### config.mk
export PLATFORM = sky130hd
export DESIGN_NAME = rst_seq_ctrl_flat
export DESIGN_NICKNAME = d
export VERILOG_FILES = /design/src/rtl/rst_seq_ctrl_pkg.sv /design/src/rtl/rst_seq_ctrl_if.sv /design/src/rtl/rst_seq_ctrl_sync.sv /design/src/rtl/rst_seq_ctrl.sv /design/src/flat_wrapper.sv
export SDC_FILE = /design/constraint.sdc
export NUM_CORES = 1
export LEC_CHECK = 0
export ABC_AREA = 1
export BUFFER_PORTS_ARGS = -buffer_cell sky130_fd_sc_hd__buf_2
export CORE_MARGIN = 2
export CORE_UTILIZATION = 45
export CTS_CLUSTER_DIAMETER = 30
export DETAILED_ROUTE_END_ITERATION = 12
export GPL_TIMING_DRIVEN = 0
export PLACE_DENSITY = 0.58
export SYNTH_ARGS = -nofsm -noshare
export SYNTH_HDL_FRONTEND = slang
export SYNTH_HIERARCHICAL = 1
export SYNTH_SLANG_ARGS = --single-unit
### constraint.sdc
create_clock -name iSysClk -period 1.8 [get_ports iSysClk]
set_input_delay 0.18 -clock iSysClk [delete_from_list [all_inputs] [get_ports iSysClk]]
set_output_delay 0.18 -clock iSysClk [all_outputs]
set_load 0.02 [all_outputs]
### src/rtl/rst_seq_ctrl_pkg.sv
// rst_seq_pkg: shared types, default timing constants and width helper for the reset sequencer
package rst_seq_pkg;
  typedef enum logic [2:0] {WAIT_LOCK, STABLE, RELEASE, RUN, HOLD, ACK} state_e;
  localparam int STAGE_NUM_DEF   = 4;
  localparam int LOCK_STABLE_DEF = 256;
  localparam int STAGE_DELAY_DEF = 150;
  localparam int HOLD_TIME_DEF   = 16;
  localparam int CNT_WIDTH_DEF   = 16;
  function automatic int idx_width(int n);
    return n > 1 ? $clog2(n) : 1;
  endfunction
  localparam int IDX_W_DEF = idx_width(STAGE_NUM_DEF);
endpackage

### src/rtl/rst_seq_ctrl_if.sv
// rst_seq_ctrl_if: soft-reset handshake and sequenced reset outputs of the reset sequencer
interface rst_seq_ctrl_if #(parameter int pStageNum = 4);
  logic                 iSoftRstReq;
  logic                 oSoftRstAck;
  logic [pStageNum-1:0] oStageRst;
  logic                 oAllReady;
  modport master (output iSoftRstReq, input oSoftRstAck, oStageRst, oAllReady);
  modport slave  (input iSoftRstReq, output oSoftRstAck, oStageRst, oAllReady);
endinterface

### src/rtl/rst_seq_ctrl_sync.sv
// sync_ff2: generic two-flop synchronizer, async active-low reset to zero
module sync_ff2 #(
  parameter int W = 1
) (
  input  logic         clk,
  input  logic         rst_n,
  input  logic [W-1:0] d,
  output logic [W-1:0] q
);
  logic [W-1:0] meta_q, sync_q;
  // first stage may go metastable, second stage hands a settled value to the core
  always_ff @(posedge clk or negedge rst_n)
    if (!rst_n) {sync_q, meta_q} <= '0;
    else        {sync_q, meta_q} <= {meta_q, d};
  assign q = sync_q;
endmodule

### src/rtl/rst_seq_ctrl.sv
// rst_seq_ctrl: waits for stable PLL lock, then releases reset domains one by one
module rst_seq_ctrl
  import rst_seq_pkg::*;
#(
  parameter int pStageNum   = STAGE_NUM_DEF,
  parameter int pLockStable = LOCK_STABLE_DEF,
  parameter int pStageDelay = STAGE_DELAY_DEF,
  parameter int pHoldTime   = HOLD_TIME_DEF,
  parameter int pCntWidth   = CNT_WIDTH_DEF
) (
  input  logic          iSysClk,
  input  logic          iSysRst,
  input  logic          iPllLock,
  rst_seq_ctrl_if.slave bus
);
  localparam int IDX_W = idx_width(pStageNum);
  localparam logic [pCntWidth-1:0] LOCK_LAST = pCntWidth'(pLockStable - 1);
  localparam logic [pCntWidth-1:0] REL_LAST  = pCntWidth'(pStageDelay - 1);
  localparam logic [pCntWidth-1:0] HOLD_LAST = pCntWidth'(pHoldTime - 1);
  localparam logic [IDX_W-1:0]     IDX_LAST  = IDX_W'(pStageNum - 1);
  state_e               state_q, state_d;
  logic [pCntWidth-1:0] cnt_q, cnt_d;
  logic [IDX_W-1:0]     idx_q, idx_d;
  logic [pStageNum-1:0] stage_q, stage_d;
  logic                 ready_q, ready_d, ack_q, ack_d;
  logic                 s_lock, req, lost, lock_hit, rel_hit, hold_hit;
  sync_ff2 #(.W(1)) u_lock_sync (.clk(iSysClk), .rst_n(iSysRst), .d(iPllLock), .q(s_lock));
  assign req      = bus.iSoftRstReq;
  assign lost     = !s_lock && state_q != WAIT_LOCK;
  assign lock_hit = cnt_q == LOCK_LAST;
  assign rel_hit  = cnt_q == REL_LAST;
  assign hold_hit = cnt_q == HOLD_LAST;
  // state register plus all registered outputs and the shared delay counter
  always_ff @(posedge iSysClk or negedge iSysRst)
    if (!iSysRst) begin
      state_q <= WAIT_LOCK;
      cnt_q   <= '0;
      idx_q   <= '0;
      stage_q <= '1;
      ready_q <= 1'b0;
      ack_q   <= 1'b0;
    end else begin
      state_q <= state_d;
      cnt_q   <= cnt_d;
      idx_q   <= idx_d;
      stage_q <= stage_d;
      ready_q <= ready_d;
      ack_q   <= ack_d;
    end
  // next state; lock loss overrides every other transition
  always_comb begin
    state_d = state_q;
    unique case (state_q)
      WAIT_LOCK: state_d = s_lock ? STABLE : WAIT_LOCK;
      STABLE:    state_d = lock_hit ? RELEASE : STABLE;
      RELEASE:   state_d = rel_hit && idx_q == IDX_LAST ? RUN : RELEASE;
      RUN:       state_d = req ? HOLD : RUN;
      HOLD:      state_d = hold_hit ? ACK : HOLD;
      ACK:       state_d = req ? ACK : RELEASE;
      default:   state_d = WAIT_LOCK;
    endcase
    if (lost) state_d = WAIT_LOCK;
  end
  // counter, stage index and output updates; the counter is always cleared on compare, never wrapped
  always_comb begin
    cnt_d   = cnt_q;
    idx_d   = idx_q;
    stage_d = stage_q;
    ready_d = ready_q;
    ack_d   = ack_q;
    if (lost) begin
      cnt_d   = '0;
      idx_d   = '0;
      stage_d = '1;
      ready_d = 1'b0;
      ack_d   = 1'b0;
    end else begin
      unique case (state_q)
        WAIT_LOCK: begin
          cnt_d = '0;
          idx_d = '0;
        end
        STABLE: cnt_d = lock_hit ? '0 : cnt_q + pCntWidth'(1);
        RELEASE: begin
          cnt_d = rel_hit ? '0 : cnt_q + pCntWidth'(1);
          if (rel_hit) begin
            stage_d[idx_q] = 1'b0;
            idx_d          = idx_q + IDX_W'(1);
            ready_d        = idx_q == IDX_LAST;
          end
        end
        RUN:
          if (req) begin
            stage_d = '1;
            ready_d = 1'b0;
            cnt_d   = '0;
          end
        HOLD: begin
          cnt_d = hold_hit ? '0 : cnt_q + pCntWidth'(1);
          ack_d = hold_hit;
        end
        ACK:
          if (!req) begin
            ack_d = 1'b0;
            cnt_d = '0;
            idx_d = '0;
          end
        default: ;
      endcase
    end
  end
  assign bus.oStageRst   = stage_q;
  assign bus.oAllReady   = ready_q;
  assign bus.oSoftRstAck = ack_q;
endmodule

### src/flat_wrapper.sv
// flat-port wrapper written by rule: the top's interface ports become plain ports
module rst_seq_ctrl_flat import rst_seq_pkg::*;
#(
  parameter int pStageNum   = STAGE_NUM_DEF,
  parameter int pLockStable = LOCK_STABLE_DEF,
  parameter int pStageDelay = STAGE_DELAY_DEF,
  parameter int pHoldTime   = HOLD_TIME_DEF,
  parameter int pCntWidth   = CNT_WIDTH_DEF
)
  (iSysClk, iSysRst, iPllLock, bus_iSoftRstReq, bus_oSoftRstAck, bus_oStageRst, bus_oAllReady);
  rst_seq_ctrl_if #(.pStageNum(pStageNum)) bus_i ();
  input  logic iSysClk;
  input  logic iSysRst;
  input  logic iPllLock;
  input wire logic [$bits(bus_i.iSoftRstReq)-1:0] bus_iSoftRstReq;
  output wire logic [$bits(bus_i.oSoftRstAck)-1:0] bus_oSoftRstAck;
  output wire logic [$bits(bus_i.oStageRst)-1:0] bus_oStageRst;
  output wire logic [$bits(bus_i.oAllReady)-1:0] bus_oAllReady;
  assign bus_i.iSoftRstReq = bus_iSoftRstReq;
  assign bus_oSoftRstAck = bus_i.oSoftRstAck;
  assign bus_oStageRst = bus_i.oStageRst;
  assign bus_oAllReady = bus_i.oAllReady;
  rst_seq_ctrl #(.pStageNum(pStageNum), .pLockStable(pLockStable), .pStageDelay(pStageDelay), .pHoldTime(pHoldTime), .pCntWidth(pCntWidth)) u_core (.iSysClk(iSysClk), .iSysRst(iSysRst), .iPllLock(iPllLock), .bus(bus_i));
endmodule
== Yosys cells after proc, flatten, opt, wreduce, memory -nomap -nowiden ==
Index checks and enable logic that the tools add are counted.

* Bits in registers: 29
* Input bits: 4
* Output and inout bits: 6
* Word-level logic and storage cells: 72

* Add/subtract/negate cells: 2
* $lt $le $gt $ge: 2
* Eq/ne operators: 12
* Mux-type cells: 32
* Bitwise operators: 2
* Reduce and logical (&&, ||, !) cells: 14

{| class="wikitable"
|+ Operators with widths
! kind !! count
|-
| two-way mux 16 bit || 6
|-
| one-hot mux 16 bit (6 select lines) || 1
|-
| equality test 16 x 8 -> 1 bit, second input constant || 2
|-
| one-hot mux 3 bit (6 select lines) || 1
|-
| adder 16 x 1 -> 16 bit, second input constant || 1
|-
| equality test 16 x 4 -> 1 bit, second input constant || 1
|-
| two-way mux 4 bit || 3
|-
| two-way mux 1 bit || 9
|-
| two-way mux 3 bit || 3
|-
| AND reduction 3 bit || 3
|-
| nonzero test 3 bit || 3
|-
| two-way mux 2 bit || 4
|-
| one-hot mux 4 bit (2 select lines) || 1
|-
| nonzero test 7 bit || 1
|-
| equality test 3 x 2 -> 1 bit, second input constant || 2
|-
| equality test 3 bit, second input constant || 2
|-
| != test 3 x 2 -> 1 bit, second input constant || 2
|-
| one-hot mux 2 bit (3 select lines) || 1
|-
| bitwise AND 4 bit || 1
|-
| inverter 4 bit || 1
|-
| one-hot mux 1 bit (2 select lines) || 2
|-
| nonzero test 4 bit || 1
|-
| equality test 3 x 1 -> 1 bit, second input constant || 1
|-
| logical AND 1 bit || 3
|-
| 9 further kinds || 9
|}

== Depth between registers and ports, before layout ==
Gate-level depths: netlist (run 1).

* Word-level depth: 9
* Mapped depth: 11
* Mapped depth without buffers: 11

== Hierarchy ==
The synthesis (run 1) kept the hierarchy.

{| class="wikitable"
|+ Modules (own cells, without submodules)
! module !! times used !! cells each !! area each (um^2) !! seq. area each (um^2)
|-
| rst_seq_ctrl || 1 || 315 || 2047.0 || 680.7
|-
| sync_ff2 || 1 || 2 || 50.0 || 50.0
|}

== Least setup slack after synthesis (run 1) ==
No wires, ideal clock.

* Path type: register to register
* Start: register u_core.cnt_q[0]
* End: register u_core.cnt_q[0]
* Library setup time: 0.127 ns
* Arrival time: 1.400 ns
* Required time: 1.673 ns
* Slack: 0.274 ns
* Stages on the path, launching flop included: 9
* Cell sequence: dfrtp_1 ha_1 nand3_2 nor2_1 nand2_1 nand2_1 nand3_1 nand2_1 o21ai_1

* Cells in the longest elaborated chain, start to end: 4
* Elaborated cells on any way between the ends: 9

{| class="wikitable"
|+ RTL lines
! element !! line !! text
|-
| from (decl) || rst_seq_ctrl.sv:22 || <nowiki>logic [pCntWidth-1:0] cnt_q, cnt_d;</nowiki>
|-
| from (signal assigned) || rst_seq_ctrl.sv:44 || <nowiki>cnt_q <= cnt_d;</nowiki>
|-
| adder 16 x 1 -> 16 bit, or another cell as far along || rst_seq_ctrl.sv:83, rst_seq_ctrl.sv:85, rst_seq_ctrl.sv:99 ||
|-
| two-way mux 16 bit, on equally long branches || rst_seq_ctrl.sv:99, rst_seq_ctrl.sv:83, rst_seq_ctrl.sv:85 ||
|-
| one-hot mux 16 bit (6 select lines) (*) || rst_seq_ctrl.sv:78 || <nowiki>unique case (state_q)</nowiki>
|-
| two-way mux 16 bit (*) || rst_seq_ctrl.sv:71 || <nowiki>if (lost) begin</nowiki>
|}

Mark *: on every way between the ends. The rest lies on a longest branch, timed or not.
A chain may end at the register's enable or synchronous reset.

== Final worst setup path (run 1) ==
* Start: register u_core.cnt_q[0]
* End: register u_core.cnt_q[1]

The elaborated chain is that of the path after synthesis.

==> results_dict.tcl, run 1 <==
set metrics [dict create \
    setup_viol 0 \
    finalClockSkew_ps 4.78 \
    grt_overflow 0 \
    design_area_um2 2360 \
    row_count 24 \
    syn-cell-area_um2 2100 \
    async_flop_share 1.00 \
    die_h_um 72.3 \
    p_per_area_nw_per_um2 712 \
    n_antenna_cell 0 \
    synthMostInstantiatedCell "nand2_1" \
    ys_seq_elements 29 \
    relSlewSlack 0.561 \
    crit_top_cell "nand2_1" \
    crit_path_max_fanout 8 \
    port_buffers 9 \
    core-area_um2 4410 \
    drive_gt1_frac 0.137 \
    path_cells "ha_4, nand3_4, nor2_2, nand2_1, nand2_1, nand3_1, nand2_1, o21ai_1" \
    worst_ep_arrival_time_ps 1820 \
    cp-end-kind "register" \
    synth_top_cells_by_count "nand2_1 (116), nand3_1 (37), inv_1 (35)" \
    clkSinkCount 29 \
    yosysWarnings 6 \
    grt_pass1_wl_um 9050 \
    grt_pass1_vias 1930 \
    final_nets 345 \
    viasPerCell 5.29 \
    clk_pin_slew_ps 70 \
    drt_pass1_iterations 4 \
    worst_slew_pin_slew_ps 659 \
    ys_top_cells_by_area "dfrtp_1 (30%), nand2_1 (21%), nand3_1 (8.8%)" \
    clk_latency_ps 280 \
    htree_levels 2 \
    synthDistinctLibCells 27 \
    dieArea_um2 5220 \
    num_vias 2053 \
    netlist.area_leader.share 0.298 \
    grt_start_max_net_pins 30 \
    final_util 0.534 \
    ant_nets 0 \
    die_w_um 72.3 \
    yosysTopAreaCell "dfrtp_1" \
    cpLargestDelayFamily "simple AND/OR/NAND/NOR gates" \
    outcome "completed" \
    worstPathRequired_ps 1970 \
    nFillCells 466 \
    slew_violations 0 \
    grtUsageTotal 0.225 \
    start_kind "register" \
    finalHoldViolations 0 \
    avgSynthCellArea_um2 6.62 \
    synthCells 317 \
    drt_wl_total_um 5270 \
    syn_to_final_growth_pct 12.4 \
    place_area_um2 2210 \
    synth-edff-count 0 \
    critPathBufInv 0 \
    reg2reg_from "u_core/cnt_q[0]" \
    gp_congestion 0.852 \
    p_leak_nw 1.19 \
    slowest_delay_ps 460 \
    min_period_ps 1650 \
    min-delay-start "bus_iSoftRstReq" \
    dpl.hpwl_um 3820 \
    wire_per_inst_um 13.6 \
    io_pins 10 \
    max_freq_mhz 605 \
    ys.flop_type "dfrtp_1" \
    initial_core_util 0.475 \
    critPathLaunch "u_core/cnt_q[0]" \
    hold_class "input pin to register" \
    cts_root_buf "clkbuf_8" \
    first_iter_violations 103 \
    maxCapViolCount 0 \
    crit_type "register to register" \
    critPathSlowestCell "dfrtp_2" \
    vdd_drop_max_mv 0.466 \
    drc 0 \
    finalCritPeriodShare 0.918 \
    antenna_found_initial 0 \
    syn_nets 327 \
    cts_made_buffers 5 \
    clock_path_buffers 2 \
    cts_tree "yes" \
    synth-seq-area-share 0.348 \
]
state kept, by name, summed over array words and instances (netlist names):
register	flops
u_core/bus.oAllReady	1
u_core/bus.oSoftRstAck	1
u_core/bus.oStageRst	4
u_core/cnt_q	16
u_core/idx_q	2
u_core/state_q	3
u_core/u_lock_sync/meta_q	1
u_core/u_lock_sync/q	1
worst min-delay path: cells and delay by family:
kind                   cells  cell delay [ps]
buffers and inverters      3              200
AO/OA/AOI/OAI              2              180
area by class of cell:
class	count	area, um2	share of cell area
multi-input combinational	243	1220	0.518
clock inverter	3	17.5	0.00743
sequential	29	733	0.311
clock buffer	5	68.8	0.0292
tap	52	65.1	0.0276
inverter	38	143	0.0605
buffer	7	43.8	0.0186
timing repair buffer	11	65.1	0.0276
path summary, 6_finish.rpt:
check | endpoint | slack (ps) | cells after the start
worst min register to register | u_core/u_lock_sync/q | 350 | 0
worst max register to register | u_core/cnt_q[1] | 150 | 8
worst max-delay path | u_core/cnt_q[1] | 150 | 8
worst min-delay path | u_core/state_q[2] | 300 | 5
max in group asynchronous | u_core/cnt_q[1] | 880 | 2
min in group asynchronous | u_core/cnt_q[15] | 460 | 2
cell usage in the layout (no fill, tap or decap):
cell type      netlist  layout
nand2_1            116     116
inv_1               35      35
clkinv_2             0       2
nand3_2              3       2
nand3_4              0       1
nor3_2               1       2
nand3b_1             1       1
clkbuf_8             0       5
inv_2                3       3
nand3_1             37      37
o21ai_0             11      11
a21oi_1              4       4
o21ai_1              2       2
buf_2                6      14
dfstp_2              4       4
o21bai_1             3       3
nor2_4               1       2
dlygate4sd3_1        0       2
a31oi_1              3       3
nor3_1               3       2
nand4_1              6       6
xnor2_1              1       1
xor2_1               3       3
dfrtp_1             25      23
dfrtp_2              0       2
nand2_2              2       2
nor2_1              31      28
o22ai_1              1       1
ha_4                 0       1
clkinvlp_4           0       1
o211ai_1             7       7
buf_6                1       1
clkbuf_4             0       1
nor2_2               0       2
o311ai_4             1       1
ha_1                 6       5
per-stage QoR:
step | hold slack [ps] | instances | setup WS [ps] | power (mW) | TNS [ps]
after global routing | 357 | 388 | -3.42 | 1.79 | -3.42
after detailed placement | 258 | 378 | -54.3 | 1.14 | -121
final | 303 | 388 | 148 | 1.68 | 0
after CTS | 296 | 388 | 31.7 | 1.68 | 0
after floorplan | -116 | 317 | 274 | 1.02 | 0
after global placement | 256 | 378 | -97.0 | 1.13 | -260
routing by layer:
layer / vias to the layer above / global-route usage / share of wire
met4: 0 / 0.0922 / 0.014
met2: 40 / 0.332 / 0.44
met3: 7 / 0.0514 / 0.050
met1: 950 / 0.316 / 0.50
met5: - / 0 / 0
li1: 1056 / - / -
power by group:
| part | leakage, nW | internal (mW) | switching [mW] | total, mW |
|---|---|---|---|---|
| combinational | 0.760 | 0.103 | 0.284 | 0.387 |
| clock | 0.0439 | 0.266 | 0.267 | 0.534 |
| sequential | 0.381 | 0.700 | 0.0570 | 0.757 |
| total | 1.19 | 1.07 | 0.609 | 1.68 |
timing repair:
action / in CTS / in global routing
hold endpoints to repair: 26 / 0
endpoints found under the setup margin: 5 / 16
hold buffers: 2 / 0
setup buffers: 0 / 0
gates cloned: 0 / 0
gates resized for setup: 2 / 9
logic make-up after synthesis:
family / share of synthesized area
AOI/OAI and AO/OA: 0.101
adders and majority gates: 0.0358
buffers and inverters: 0.0877
and+or+nand+nor: 0.411
DFF: 0.348
xor gates and xnor gates: 0.0167
Power figures use the tool's default switching activity.
==> inputs of run 2 (changes only) <==
--- a/config.mk
+++ b/config.mk
@@ -8,11 +8,11 @@
 export ABC_AREA = 1
 export BUFFER_PORTS_ARGS = -buffer_cell sky130_fd_sc_hd__buf_2
 export CORE_MARGIN = 2
-export CORE_UTILIZATION = 45
+export CORE_UTILIZATION = 61
 export CTS_CLUSTER_DIAMETER = 30
 export DETAILED_ROUTE_END_ITERATION = 12
 export GPL_TIMING_DRIVEN = 0
-export PLACE_DENSITY = 0.58
+export PLACE_DENSITY = 0.76
 export SYNTH_ARGS = -nofsm -noshare
 export SYNTH_HDL_FRONTEND = slang
 export SYNTH_HIERARCHICAL = 1
==> run 2 against run 1 <==
  * Sequential power shrank 1%
  * Worst setup slack lost 42 ps
  * Power shrank 9.6%
  * Hold slack lost 17 ps
  * Sequential cell count is the same
  * Design area shrank 2.7%
  * Global-route usage grew 4.9 points
  * Register-to-register slack lost 40 ps
==> results_dict.tcl, run 2 (synthesized netlist as in run 1, its figures left out) <==
set metrics [dict create \
    die_h_um 62.6 \
    start_kind "register" \
    clkSinkCount 29 \
    critPathBufInv 2 \
    syn_to_final_growth_pct 9.37 \
    final_nets 345 \
    design_area_um2 2290 \
    viasPerCell 5.49 \
    nFillCells 280 \
    htree_levels 2 \
    drt_pass1_iterations 5 \
    grt_start_max_net_pins 30 \
    clk_pin_slew_ps 90 \
    worstPathRequired_ps 2070 \
    die_w_um 62.6 \
    n_antenna_cell 0 \
    p_per_area_nw_per_um2 661 \
    cpLargestDelayFamily "simple AND/OR/NAND/NOR gates" \
    finalClockSkew_ps 12.1 \
    holdWs_ps 286 \
    cp-end-kind "register" \
    finalCritPeriodShare 0.941 \
    final_util 0.693 \
    wire_per_inst_um 13.3 \
    cts_setup_buffers 0 \
    grt_overflow 0 \
    max_freq_mhz 591 \
    maxCapViolCount 0 \
    worst_slew_pin_slew_ps 628 \
    dpl.hpwl_um 3670 \
    place_area_um2 2200 \
    rsz0062_at_grt "true" \
    relSlewSlack 0.581 \
    row_count 21 \
    first_iter_violations 134 \
    setup_viol 0 \
    post-place-ws_ps -39.6 \
    largest_register_ffs 16 \
    path_cells "nor2_1, inv_1, nor2_4, buf_2, o211ai_1, o21ai_0, nand2_1, nand2_1" \
    crit_top_cell "nand2_1" \
    gp_congestion 0.887 \
    cts_root_buf "clkbuf_4" \
    ant_nets 0 \
    cts_tree "yes" \
    hold_class "input pin to register" \
    grt_pass1_vias 1770 \
    outcome "completed" \
    crit_type "register to register" \
    finalHoldViolations 0 \
    drive_gt1_frac 0.131 \
    worst_ep_arrival_time_ps 1960 \
    final_cell_mix "nand2_1 (116), nand3_1 (37), inv_1 (35), nor2_1 (28), dfrtp_1 (24)" \
    cts_made_buffers 5 \
    io_pins 10 \
    min_period_ps 1690 \
    p_leak_nw 1.17 \
    slew_violations 0 \
    core-area_um2 3310 \
    crit_path_max_fanout 10 \
    grt_pass1_wl_um 8360 \
    clk_latency_ps 330 \
    clock_path_buffers 2 \
    initial_core_util 0.633 \
    layout_commonest_cell "nand2_1" \
    slowest_delay_ps 440 \
    port_buffers 9 \
    critPathSlowestCell "dfrtp_1" \
    drt_wl_total_um 5090 \
    worst_slack_ps 107 \
    largest-register "u_core/cnt_q" \
    dieArea_um2 3920 \
    drc 0 \
    grtUsageTotal 0.274 \
    vdd_drop_max_mv 0.526 \
    antenna_found_initial 0 \
    num_vias 2098 \
]
## run 2: cell types whose count changed in the layout (fill, tap and decap cells not counted), sizes merged
cell | before | now
buf | 15 | 16
clkbuf | 6 | 5
## run 2: final cells by class
cell class              count  area, um2  area share
repair buffers             11       65.1      0.0284
multi-input cells         243       1200       0.523
plain buffers               7       41.3      0.0180
inverters                  38        143      0.0622
clock inverters             3       17.5     0.00764
flip-flops and latches     29        732       0.319
clock buffers               5       37.5      0.0164
well taps                  46       57.6      0.0251
## run 2: repair_timing
item,in CTS,in global routing
endpoints found under the hold margin,26,0
resized for setup,2,5
pin swaps,0,0
endpoints found under the setup margin,5,13
hold buffers,2,0
## run 2: final timing paths
check | start | slack [ps] | cells past startpoint | end
worst max-delay path | u_core/state_q[0] | 110 | 8 | u_core/cnt_q[5]
worst min register to register | u_core/u_lock_sync/meta_q | 370 | 0 | u_core/u_lock_sync/q
min in group asynchronous | iSysRst | 380 | 2 | u_core/cnt_q[15]
worst min-delay path | bus_iSoftRstReq | 290 | 5 | u_core/state_q[2]
worst max register to register | u_core/state_q[0] | 110 | 8 | u_core/cnt_q[5]
max in group asynchronous | iSysRst | 980 | 2 | u_core/cnt_q[0]
## run 2: layer usage
metal | GRT usage | routed length, um | vias to the layer above
met5 | 0 | 0 | -
met4 | 0.0806 | 38 | 0
met3 | 0.0505 | 389 | 6
met2 | 0.415 | 2310 | 82
met1 | 0.400 | 2350 | 947
li1 | - | - | 1063
## run 2: stage by stage
stage	setup TNS, ps	std cells	power (mW)
after floorplan	0	317	1.02
after global placement	-76.5	372	1.13
after detailed placement	-92.1	372	1.13
after CTS	0	382	1.54
after global routing	-27.5	382	1.62
final	0	382	1.52
## run 2: worst register-to-register path, cell delays in order (launching register included)
cell and delay [ps]:
dfrtp_1 440, nor2_1 170, inv_1 100, nor2_4 250, buf_2 330, o211ai_1 110, o21ai_0 100, nand2_1 80
nand2_1 70
## run 2: report_power, final
group,switching [mW],internal [mW]
combinational,0.285,0.102
clock,0.236,0.147
sequential,0.0480,0.698
==> inputs of run 3 (changes only) <==
--- a/config.mk
+++ b/config.mk
@@ -12,6 +12,7 @@
 export CTS_CLUSTER_DIAMETER = 30
 export DETAILED_ROUTE_END_ITERATION = 12
 export GPL_TIMING_DRIVEN = 0
+export MAX_ROUTING_LAYER = met4
 export PLACE_DENSITY = 0.76
 export SYNTH_ARGS = -nofsm -noshare
 export SYNTH_HDL_FRONTEND = slang
==> run 3 against run 2 <==
  * Worst setup slack got worse by 9.4 ps
  * Global-route usage up 0.82 points
  * Hold slack worse by 4.8 ps
  * Non-clock buffer count is the same
  * Clock skew barely moved
  * Sequential power is essentially flat
  * Via count up 0.43%
==> results_dict.tcl, run 3 (synthesized netlist as in run 1, its figures left out) <==
set metrics [dict create \
    largest_register_ffs 16 \
    path_cells "nor2_1, inv_1, nor2_4, buf_2, o211ai_1, o21ai_0, nand2_1, nand2_1" \
    final_nets 345 \
    relSlewSlack 0.580 \
    start_kind "register" \
    finalClockSkew_ps 12.0 \
    syn_to_final_growth_pct 9.37 \
    first_iter_violations 122 \
    outcome "completed" \
    crit_top_cell "nand2_1" \
    viasPerCell 5.52 \
    dr_wl_met3_um 373 \
    initial_core_util 0.633 \
    clk_latency_ps 330 \
    port_buffers 9 \
    seqPwrFrac 0.493 \
    vdd_drop_max_mv 0.529 \
    num_vias 2107 \
    drc 0 \
    grt_start_max_net_pins 30 \
    worst_ep_arrival_time_ps 1970 \
    core-area_um2 3310 \
    worst_slew_pin_slew_ps 630 \
    p_per_area_nw_per_um2 662 \
    p_leak_nw 1.17 \
    setup_viol 0 \
    finalHoldViolations 0 \
    maxCapViolCount 0 \
    grtUsageTotal 0.282 \
    routed-wl-met2_um 2310 \
    cts_root_buf "clkbuf_4" \
    final_cell_mix "nand2_1 (116), nand3_1 (37), inv_1 (35), nor2_1 (28), dfrtp_1 (24)" \
    drt_pass1_iterations 5 \
    row_count 21 \
    hold_class "input pin to register" \
    holdWs_ps 281 \
    rsz0062_at_grt "true" \
    ant_nets 0 \
    nFillCells 280 \
    routed.top_layer "met4" \
    clock_path_buffers 2 \
    cts_tree "yes" \
    clkSinkCount 29 \
    min_period_ps 1700 \
    worstPathRequired_ps 2070 \
    finalCritPeriodShare 0.946 \
    gp_congestion 0.902 \
    grt_pass1_vias 1768 \
    dieArea_um2 3920 \
    drive_gt1_frac 0.131 \
    antenna_found_initial 0 \
    largest-register "u_core/cnt_q" \
    grt_overflow 0 \
    die_w_um 62.6 \
    crit_type "register to register" \
    crit_path_max_fanout 10 \
    max_freq_mhz 587 \
    switching_power_uw 570 \
    intPower_uw 947 \
    layout_commonest_cell "nand2_1" \
    cp-end-kind "register" \
    grt_pass1_wl_um 8370 \
    critPathBufInv 2 \
    met1_length_um 2390 \
    io_pins 10 \
    slew_violations 0 \
    drt_wl_total_um 5100 \
    wire_per_inst_um 13.4 \
    cts_setup_buffers 0 \
    p_clk_frac 0.253 \
    p_comb_frac 0.255 \
    switching_share 0.376 \
    critPathSlowestCell "dfrtp_1" \
    n_antenna_cell 0 \
    htree_levels 2 \
    slowest_delay_ps 440 \
    clk_pin_slew_ps 90 \
    dpl.hpwl_um 3670 \
    die_h_um 62.6 \
    cpLargestDelayFamily "simple AND/OR/NAND/NOR gates" \
    cts_made_buffers 5 \
    final_util 0.693 \
]
## run 3: cell counts in the layout (fill, tap and decap cells not counted)
No cell type changed its count.
## run 3: timing repair
action	in CTS	in global routing
hold endpoints to repair	26	0
endpoints found under the setup margin	5	13
resized for setup	2	5
hold buffers	2	0
## run 3: per-layer routing
| layer | track usage | vias to the layer above |
|---|---|---|
| li1 | - | 1064 |
| met1 | 0.401 | 949 |
| met2 | 0.415 | 90 |
| met3 | 0.0505 | 4 |
| met4 | 0.0806 | 0 |
| met5 | - | - |
## run 3: worst reg2reg max path: cells and delay by family (launching register included)
family / cells / cell delay (ps)
AOI/OAI and AO/OA: 2 / 220
buffers and inverters: 2 / 430
DFF: 1 / 440
and+or+nand+nor: 4 / 560
## run 3: layout make-up
type / instances / area [um2] / area share
Clock buffer: 5 / 37.5 / 0.0164
Buffer: 7 / 41.3 / 0.0180
Clock inverter: 3 / 17.5 / 0.00764
Timing Repair Buffer: 11 / 65.1 / 0.0284
Multi-Input combinational cell: 243 / 1200 / 0.523
Sequential cell: 29 / 732 / 0.319
Inverter: 38 / 143 / 0.0622
Tap cell: 46 / 57.6 / 0.0251
## run 3: final timing paths
path | start | endpoint | slack [ps] | depth (start not counted)
max | u_core/state_q[0] | u_core/cnt_q[5] | 100 | 8
min | bus_iSoftRstReq | u_core/state_q[2] | 280 | 5
max reg2reg | u_core/state_q[0] | u_core/cnt_q[5] | 100 | 8
min reg2reg | u_core/u_lock_sync/meta_q | u_core/u_lock_sync/q | 370 | 0
max in group asynchronous | iSysRst | u_core/cnt_q[0] | 980 | 2
min in group asynchronous | iSysRst | u_core/cnt_q[15] | 380 | 2
## run 3: power by group through the flow
stage,clock network [mW],registers (mW),logic [mW]
2_1_floorplan,0,0.764,0.253
3_3_place_gp,0,0.757,0.369
3_5_place_dp,0,0.757,0.375
4_1_cts,0.408,0.747,0.381
5_1_grt,0.433,0.754,0.430
6_report,0.384,0.748,0.386
## run 3: stage by stage
stage | cells | power (mW) | worst slack, ps | setup TNS, ps | area, um2
2_1_floorplan | 317 | 1.02 | 274 | 0 | 2100
3_3_place_gp | 372 | 1.13 | -34.6 | -76.5 | 2200
3_5_place_dp | 372 | 1.13 | -39.6 | -92.1 | 2200
4_1_cts | 382 | 1.54 | 39.8 | 0 | 2280
5_1_grt | 382 | 1.62 | -19.4 | -27.5 | 2290
6_report | 382 | 1.52 | 97.3 | 0 | 2290
